--- src/rtl/ram_stream_reader_if.sv ---
// Stream port carrying one grid cell per beat with its column/row tags.
interface ram_stream_reader_if #(
    parameter int unsigned DATA_WIDTH = 16
);
    logic                  m_valid;
    logic                  m_ready;
    logic [DATA_WIDTH-1:0] m_data;
    logic [5:0]            m_col;
    logic [5:0]            m_row;
    logic                  m_eol;
    logic                  m_last;

    modport master (
        output m_valid, m_data, m_col, m_row, m_eol, m_last,
        input  m_ready
    );

    modport slave (
        input  m_valid, m_data, m_col, m_row, m_eol, m_last,
        output m_ready
    );
endinterface

--- src/rtl/ram_stream_reader.sv ---
// Reads a GRID_W x GRID_H frame from a single-port RAM (1-cycle read latency)
// and streams it out with row/column tags through a 2-entry output FIFO.
module ram_stream_reader #(
    parameter int unsigned DATA_WIDTH    = 16,
    parameter int unsigned ADDRESS_WIDTH = 12,
    parameter int unsigned GRID_W        = 50,
    parameter int unsigned GRID_H        = 50
) (
    input  logic                     clk,
    input  logic                     rst_n,
    input  logic                     start,
    output logic [ADDRESS_WIDTH-1:0] mem_addr,
    output logic                     mem_write_en,
    input  logic [DATA_WIDTH-1:0]    mem_data_in,
    ram_stream_reader_if.master      strm,
    output logic                     busy,
    output logic                     done
);
    localparam int unsigned TAG_W = 6;
    localparam int unsigned TOTAL = GRID_W * GRID_H;
    localparam logic [ADDRESS_WIDTH-1:0] LAST_ADDR = ADDRESS_WIDTH'(TOTAL - 1);
    localparam logic [TAG_W-1:0]         LAST_COL  = TAG_W'(GRID_W - 1);
    localparam logic [TAG_W-1:0]         LAST_ROW  = TAG_W'(GRID_H - 1);

    typedef enum logic [1:0] {IDLE, RUN, DRAIN} state_t;

    typedef struct packed {
        logic [DATA_WIDTH-1:0] data;
        logic [TAG_W-1:0]      col;
        logic [TAG_W-1:0]      row;
        logic                  eol;
        logic                  last;
    } entry_t;

    state_t           state, state_next;
    logic [1:0]       count, count_next;
    logic             valid_q;
    logic             inflight;
    entry_t           head_q, tail_q, in_e;
    logic [TAG_W-1:0] iss_col, iss_row;
    logic [TAG_W-1:0] pend_col, pend_row;
    logic             pend_eol, pend_last;
    logic [2:0]       occ_c;
    logic             pop_c, push_c, issue_c, accept_c, last_beat_c;

    assign mem_write_en = 1'b0;

    assign strm.m_valid = valid_q;
    assign strm.m_data  = head_q.data;
    assign strm.m_col   = head_q.col;
    assign strm.m_row   = head_q.row;
    assign strm.m_eol   = head_q.eol;
    assign strm.m_last  = head_q.last;

    assign in_e = '{data: mem_data_in, col: pend_col, row: pend_row,
                    eol: pend_eol, last: pend_last};

    // State register
    always_ff @(posedge clk or negedge rst_n) begin
        if (!rst_n) state <= IDLE;
        else        state <= state_next;
    end

    // Next state, read-issue credit and FIFO occupancy
    always_comb begin
        state_next  = state;
        issue_c     = 1'b0;
        accept_c    = 1'b0;
        last_beat_c = 1'b0;
        pop_c       = valid_q && strm.m_ready;
        push_c      = inflight;
        occ_c       = 3'(count) + 3'(inflight) - 3'(pop_c);
        count_next  = count;

        case (state)
            IDLE: begin
                // done high means the frame just ended; start is not yet accepted
                if (start && !done) begin
                    accept_c   = 1'b1;
                    state_next = RUN;
                end
            end
            RUN: begin
                if (occ_c < 3'd2) begin
                    issue_c = 1'b1;
                    if (mem_addr == LAST_ADDR) state_next = DRAIN;
                end
            end
            DRAIN: begin
                if (pop_c && head_q.last) begin
                    last_beat_c = 1'b1;
                    state_next  = IDLE;
                end
            end
            default: state_next = IDLE;
        endcase

        case ({push_c, pop_c})
            2'b10:   count_next = count + 2'd1;
            2'b01:   count_next = count - 2'd1;
            default: count_next = count;
        endcase
    end

    // Address generator and tags of the read in flight
    always_ff @(posedge clk or negedge rst_n) begin
        if (!rst_n) begin
            mem_addr  <= '0;
            iss_col   <= '0;
            iss_row   <= '0;
            inflight  <= 1'b0;
            pend_col  <= '0;
            pend_row  <= '0;
            pend_eol  <= 1'b0;
            pend_last <= 1'b0;
            busy      <= 1'b0;
            done      <= 1'b0;
        end else begin
            inflight <= issue_c;
            busy     <= (state_next != IDLE);
            done     <= last_beat_c;
            if (accept_c) begin
                mem_addr <= '0;
                iss_col  <= '0;
                iss_row  <= '0;
            end else if (issue_c) begin
                pend_col  <= iss_col;
                pend_row  <= iss_row;
                pend_eol  <= (iss_col == LAST_COL);
                pend_last <= (iss_col == LAST_COL) && (iss_row == LAST_ROW);
                if (mem_addr != LAST_ADDR) mem_addr <= mem_addr + ADDRESS_WIDTH'(1);
                if (iss_col == LAST_COL) begin
                    iss_col <= '0;
                    iss_row <= iss_row + TAG_W'(1);
                end else begin
                    iss_col <= iss_col + TAG_W'(1);
                end
            end
        end
    end

    // Two-entry output FIFO: head_q drives the stream, tail_q absorbs one stall
    always_ff @(posedge clk or negedge rst_n) begin
        if (!rst_n) begin
            count   <= '0;
            valid_q <= 1'b0;
            head_q  <= '0;
            tail_q  <= '0;
        end else begin
            count   <= count_next;
            valid_q <= (count_next != 2'd0);
            case ({push_c, pop_c})
                2'b10: begin
                    if (count == 2'd0) head_q <= in_e;
                    else               tail_q <= in_e;
                end
                2'b01: begin
                    if (count == 2'd2) head_q <= tail_q;
                end
                2'b11: begin
                    if (count == 2'd1) begin
                        head_q <= in_e;
                    end else begin
                        head_q <= tail_q;
                        tail_q <= in_e;
                    end
                end
                default: ;
            endcase
        end
    end
endmodule

--- src/flat_wrapper.sv ---
// flat-port wrapper written by rule: the top's interface ports become plain ports
module ram_stream_reader_flat 
#(
    parameter int unsigned DATA_WIDTH    = 16,
    parameter int unsigned ADDRESS_WIDTH = 12,
    parameter int unsigned GRID_W        = 50,
    parameter int unsigned GRID_H        = 50
)
  (clk, rst_n, start, mem_addr, mem_write_en, mem_data_in, busy, done, strm_m_valid, strm_m_data, strm_m_col, strm_m_row, strm_m_eol, strm_m_last, strm_m_ready);
  ram_stream_reader_if #(.DATA_WIDTH(DATA_WIDTH)) strm_i ();
  input  logic clk;
  input  logic rst_n;
  input  logic start;
  output logic [ADDRESS_WIDTH-1:0] mem_addr;
  output logic mem_write_en;
  input  logic [DATA_WIDTH-1:0] mem_data_in;
  output logic busy;
  output logic done;
  output wire logic [$bits(strm_i.m_valid)-1:0] strm_m_valid;
  output wire logic [$bits(strm_i.m_data)-1:0] strm_m_data;
  output wire logic [$bits(strm_i.m_col)-1:0] strm_m_col;
  output wire logic [$bits(strm_i.m_row)-1:0] strm_m_row;
  output wire logic [$bits(strm_i.m_eol)-1:0] strm_m_eol;
  output wire logic [$bits(strm_i.m_last)-1:0] strm_m_last;
  input wire logic [$bits(strm_i.m_ready)-1:0] strm_m_ready;
  assign strm_m_valid = strm_i.m_valid;
  assign strm_m_data = strm_i.m_data;
  assign strm_m_col = strm_i.m_col;
  assign strm_m_row = strm_i.m_row;
  assign strm_m_eol = strm_i.m_eol;
  assign strm_m_last = strm_i.m_last;
  assign strm_i.m_ready = strm_m_ready;
  ram_stream_reader #(.DATA_WIDTH(DATA_WIDTH), .ADDRESS_WIDTH(ADDRESS_WIDTH), .GRID_W(GRID_W), .GRID_H(GRID_H)) u_core (.clk(clk), .rst_n(rst_n), .start(start), .mem_addr(mem_addr), .mem_write_en(mem_write_en), .mem_data_in(mem_data_in), .strm(strm_i), .busy(busy), .done(done));
endmodule
--- config.mk ---
export PLATFORM = sky130hd
export DESIGN_NAME = ram_stream_reader_flat
export DESIGN_NICKNAME = d
export VERILOG_FILES = /design/src/rtl/ram_stream_reader_if.sv /design/src/rtl/ram_stream_reader.sv /design/src/flat_wrapper.sv
export SDC_FILE = /design/constraint.sdc
export NUM_CORES = 1
export LEC_CHECK = 0
export BUFFER_PORTS_ARGS = -buffer_cell sky130_fd_sc_hd__buf_2
export CAP_MARGIN = 20
export CORE_ASPECT_RATIO = 0.9
export CORE_MARGIN = 5
export CORE_UTILIZATION = 52
export DETAILED_ROUTE_END_ITERATION = 16
export GPL_TIMING_DRIVEN = 0
export PLACE_DENSITY = 0.86
export SYNTH_ARGS = -nofsm -noshare
export SYNTH_HDL_FRONTEND = slang
export SYNTH_SLANG_ARGS = --single-unit
--- constraint.sdc ---
create_clock -name clk -period 2.4 [get_ports clk]
set_input_delay 0 -clock clk [delete_from_list [all_inputs] [get_ports clk]]
set_output_delay 0 -clock clk [all_outputs]
set_load 0.01 [all_outputs]
* Word level (Yosys, flattened, before mapping)
Index checks and enable logic that the tools add are counted.
** Word-level totals
- Register bits after elaboration :: 106
- Bits in latches :: 0
- Memory bits (writable) :: 0
- Memory bits (read-only) :: 0
- Memories :: 0
** Cells by class
- $add $sub $neg :: 7
- Multiply operators :: 0
- Divide/modulo/power cells :: 0
- Order comparisons :: 1
- Equality and inequality tests :: 15
- Shift-type cells :: 0
- Mux-type cells :: 28
- Bitwise gates (word level) :: 1
- Reductions and logical operators :: 19
** Operators by type and width (count)
- $mux W30 :: 5
- $pmux W30 S3 :: 1
- $pmux W30 S2 :: 1
- $mux W12 :: 3
- $mux W6 :: 6
- $add A12 B1 Y12 const B :: 1
- $add A6 B1 Y6 const B :: 2
- $eq A12 B12 Y1 const B :: 1
- $eq A6 B6 Y1 const B :: 2
- $ne A12 B12 Y1 const B :: 1
- $reduce_bool A2 Y1 :: 6
- $eq A2 B2 Y1 const B :: 4
- $mux W2 :: 4
- $eq A2 B1 Y1 const B :: 3
- $mux W1 :: 6
- $pmux W2 S3 :: 1
- $reduce_and A2 Y1 :: 3
- $reduce_and A3 Y1 :: 2
- $logic_and A1 B1 Y1 :: 4
- $logic_not A2 Y1 :: 2
- $ne A2 B1 Y1 const B :: 2
- $ne A2 B2 Y1 const B :: 2
- $pmux W2 S2 :: 1
- $add A2 B1 Y3 :: 1
- 7 further kinds :: 7

* Longest topological paths before layout
- Depth after elaboration :: 7
- Gate-level depth with buffers :: 11
- Depth with buffers taken out :: 9

* Least setup slack after synthesis
OpenSTA, ideal clock, no wires.
- Path kind :: flip-flop to flip-flop
- Start point :: reg u_core.valid_q (netlist: u_core.strm.m_valid)
- End point :: reg u_core.mem_addr[6]
- Library setup time :: 0.073 ns
- Arrival time :: 2.592 ns
- Path slack :: -0.265 ns
- Cell stages (with the launch flop) :: 9
- Path through :: dfrtp_1 -> nand2_1 -> xnor2_1 -> nand2b_1 -> fa_1 -> xor2_2 -> or4b_4 -> or3_1 -> a21oi_2
** Between the ends
- Word-level cells in the longest chain between the ends :: 7
** Ends and longest elaborated chain
- start, declared :: line ram_stream_reader.sv:37 : logic valid_q;
- start signal, assigned :: line ram_stream_reader.sv:151 : valid_q <= (count_next != 2'd0);
- $logic_and A1 B1 Y1 :: line ram_stream_reader.sv:70 : pop_c = valid_q && strm.m_ready;
- $sub A3 B1 Y3 :: line ram_stream_reader.sv:72 : occ_c = 3'(count) + 3'(inflight) - 3'(pop_c);
- $lt A3 B2 Y1 :: line ram_stream_reader.sv:84 : if (occ_c < 3'd2) begin
- $mux W1 :: line ram_stream_reader.sv:84
- $mux W1 :: line ram_stream_reader.sv:75 : case (state)
- $reduce_bool A2 Y1 (no line)
- $reduce_and A2 Y1 (no line)
- end signal, assigned :: line ram_stream_reader.sv:131 : if (mem_addr != LAST_ADDR) mem_addr <= mem_addr + ADDRESS_WIDTH'(1);
- end, declared :: line ram_stream_reader.sv:12 : output logic [ADDRESS_WIDTH-1:0] mem_addr,
No other way between the ends.
A chain may end at the register's enable or synchronous reset.

* Final worst setup path
- Start point :: reg u_core.valid_q (netlist: u_core.strm.m_valid)
- End point :: reg u_core.mem_addr[10]
The elaborated chain is that of the path after synthesis.

==> impl_metrics.csv <==
group,metric,value,unit
outcome,status,"complete, but fails checks",
outcome,violations,"negative setup slack",
placed_design,placement.io_buffers,64,
die,initial_core_util,53.0,%
yosys,postSynthCellCount,430,
cells_and_area,layout.cells.most_common,"dfrtp_1",
timing,maxSlewViolCount,0,
timing,slew-limit-headroom,45.4,%
die,die_width,111,microns
global_routing,total_routing_usage_reported_by_global_routing,20.0,%
yosys,number_of_nets_in_the_synthesized_netlist,459,
clock_network,cts.root.buffer_cell,"clkbuf_8",
yosys,synthMuxAreaShare,14.6,%
die,core_region_area,9040,sq um
drt,drt-pass1-iter-count,4,
clock_network,h-tree-depth,3,
pwr,p_per_area,1110,nW/um^2
yosys,portion_of_the_post_synthesis_area_used_by_sequential_elements,55.4,%
global_routing,antenna_found_initial,0,
pwr,power_report.internal_total,3.98,mW
timing,layout_worst_path_cycle_share,105,%
timing,final.setup.worst_slack,-0.112,ns
worst_setup_path,endpoint_kind,"register",
timing,rsz0062_at_grt,"true",
timing,tightestPinTransition,0.808,ns
worst_setup_path,timing_worst_setup_path_type,"reg -> reg",
timing,finClkSkew,0.0117,ns
pwr,leakage,2.98,nW
drt,wl_per_cell,15.8,microns
yosys,post_synth.cell_area_avg,11.1,sq um
clock_network,clock_transition_time_at_the_flip_flop_clock_pins_of_the_worst_setup_and_hold_paths,0.11,ns
timing,finalHoldWorstSlack,0.160,ns
clock_network,numCtsBuffers,9,
clock_network,tritoncts,"built",
yosys,syn_area,4790,sq um
min_path,holdCritPathClass,"in -> async",
worst_setup_path,worst_ep_arrival_time,2.82,ns
cells_and_area,design.final.nets,571,
yosys,synth-edff-count,0,
drt,routed_wirelength,10600,microns
job,number_of_maximum_capacitance_violations,0,
timing,timing.final.hold_violations,0,
global_routing,vias_in_the_first_global_route,3718,
clock_network,worst_skew_pair.late_latency,0.37,ns
worst_setup_path,setup.worst_path.start_class,"register",
pwr,power.switching,2.57,mW
drt,detail-route-antenna-nets,0,
worst_setup_path,critical_path.max_fanout,7,
worst_setup_path,required,2.71,ns
yosys,synth_async_sr_flop_share,100,%
drt,avgViaCountPerCell,5.48,
timing,fin_crit,2.51,ns
yosys,synth_warnings,0,
global_routing,globalRouteOverflowTotal,0,
drt,drt_first_iter_violations,216,
pwr,switching_share_of_power,39.2,%
global_routing,grt_start_max_net_pins,62,
yosys,synth-xor-area-share,1.44,%
cells_and_area,areaGrowthSynthToFinish,23.5,%
cells_and_area,layout-drive-gt1-share,30.5,%
timing,timing.setup.tns,-0.451,ns
pwr,clock_power_share,16.0,%
worst_setup_path,regToRegSetupSlack,-0.11,ns
yosys,post_synth_and_or_nand_nor_area_fraction,14.4,%
cells_and_area,fillcell_total,664,
global_routing,grt_first_pass_wirelength,18400,microns
yosys,synth_compound_area_share,8.80,%
placed_design,dp.final_hpwl,7050,microns
die,die-area,11200,sq um
drt,vias,3669,
cells_and_area,num_antenna_cells,0,
timing,fmax,0.398,GHz
yosys,distinct_cell_type_count_of_the_synthesized_netlist,50,
die,pin_count,66,
cells_and_area,finalCoreUtilization,65.4,%
die,chipHeight,101,microns
drt,drc,0,
clock_network,clock_path_buffers,2,
yosys,yosys_register_bits,106,
timing,setup_violations,10,
yosys,largest_family_of_logic_cells_by_synthesized_area,"multiplexers",
cells_and_area,final_cell_mix,"dfrtp_1, nand2_1, buf_2, o21ai_0, mux2i_1",
yosys,postSynth.topFlopCell,"dfrtp_1",
pwr,seqPwrFrac,39.8,%
pwr,pwr-share-comb,44.2,%
pwr,max-vdd-ir-drop,444,uV
clock_network,clock_sinks,106,
die,core.rowCount,33,
placed_design,gp_congestion,0.850,
yosys,synthesized_area_fraction_occupied_by_adder_cells,2.51,%
[cells in the mapped netlist, types with 2 or more instances]
library cell  number  area (sq um)
ha_1               8           100
o31ai_1            3          22.5
mux2_2            30           338
a21oi_1            5          25.0
clkbuf_1          13          48.8
nor4b_1            3          26.3
xnor2_1            6          52.6
o21ai_0           38           190
and3_1             2          12.5
nand4b_1           3          26.3
a21oi_2            2          17.5
or2_2              2          12.5
nor2_1            15          56.3
nand2b_1           3          18.8
a41o_1             2          20.0
buf_4              2          15.0
a31oi_1            3          18.8
nand2_1           80           300
or3_1              4          25.0
a311oi_1           2          17.5
dfrtp_1          106          2650
a31o_2             3          26.3
mux2i_1           36           360
buf_2              9          45.0
nand4_1            6          37.5
and2_1             2          12.5
inv_1              6          22.5
nor4_1             3          18.8
nor3b_1            2          15.0
nand3_1            9          45.0
a21o_1             3          22.5
[through the flow]
stage | instances | power (mW) | instance area (sq um) | setup slack (ns)
floorplan | 430 | 4.25 | 4820 | -0.104
global placement | 616 | 4.85 | 5300 | -0.248
detailed placement | 618 | 4.99 | 5330 | -0.329
CTS | 664 | 6.33 | 5840 | -0.148
global route | 669 | 6.99 | 5920 | -0.181
finish | 669 | 6.55 | 5920 | -0.112
[worst max-delay path, stage by stage (launching register included)]
cell	delay [ns]
dfrtp_2	0.40
nand2_4	0.08
xnor2_4	0.13
nand2b_4	0.14
fa_2	0.39
xor2_4	0.23
or4b_4	0.60
or3_1	0.35
a21oi_2	0.14
[layout make-up]
cell class | instances | area [sq um] | area share (%)
clock buffer | 10 | 128 | 2.16
inverter | 7 | 31.3 | 0.529
buffer | 24 | 130 | 2.20
sequential | 106 | 2650 | 44.9
multi-input combinational | 293 | 2100 | 35.5
clock inverter | 6 | 56.3 | 0.952
timing repair buffer | 101 | 663 | 11.2
tap | 122 | 153 | 2.58
[kinds of logic after synthesis]
family,after synthesis
simple gates,142
other cells,1
fa+ha+maj,9
xor+xnor,7
buf+inv,31
flops,106
compound gates,68
mux,66
[flip-flops by register name (all words and copies together), names as in the netlist, 2 cells and up]
| signal | count |
|---|---|
| u_core.tail_q | 30 |
| u_core.strm.m_data | 16 |
| u_core.mem_addr | 12 |
| u_core.iss_col | 6 |
| u_core.iss_row | 6 |
| u_core.pend_col | 6 |
| u_core.pend_row | 6 |
| u_core.strm.m_col | 6 |
| u_core.strm.m_row | 6 |
| u_core.count | 2 |
| u_core.state | 2 |
[worst paths after layout]
check / cells past startpoint / start / endpoint
worst max-delay path: 8 / u_core.strm.m_valid$_DFF_PN0_ / u_core.mem_addr[10]$_DFFE_PN0P_
worst min-delay path: 2 / rst_n / u_core.strm.m_data[3]$_DFFE_PN0P_
worst max register to register: 8 / u_core.strm.m_valid$_DFF_PN0_ / u_core.mem_addr[10]$_DFFE_PN0P_
worst min register to register: 2 / u_core.strm.m_data[5]$_DFFE_PN0P_ / u_core.strm.m_data[5]$_DFFE_PN0P_
max in group asynchronous: 3 / rst_n / u_core.pend_row[1]$_DFFE_PN0P_
min in group clk: 5 / strm_m_ready / u_core.count[0]$_DFF_PN0_
[power by group through the flow]
stage	clock network (mW)	logic, mW	registers (mW)
after floorplan	0	1.60	2.65
after global placement	0	2.26	2.59
after detailed placement	0	2.36	2.64
after CTS	1.08	2.66	2.60
after global routing	1.15	3.17	2.68
final	1.05	2.90	2.61
[layer usage]
metal | share of wire [%] | up-vias | GRT usage [%] | wire length (microns)
met5 | 0 | - | 0 | 0
met4 | 0.45 | 0 | 3.74 | 48
met3 | 5.5 | 6 | 5.52 | 582
met2 | 49 | 101 | 33.2 | 5190
met1 | 45 | 1834 | 27.0 | 4770
li1 | - | 1728 | - | -
[repair_timing]
item                                    in CTS  in global routing
gates resized for setup                     13                 11
hold buffers                                18                  0
endpoints found under the setup margin      36                 60
pin swaps                                    6                  5
buffers inserted                            12                  5
hold endpoints to repair                    78                  0
cloned                                       0                  0
No activity file was read; power rests on OpenSTA's default activity.
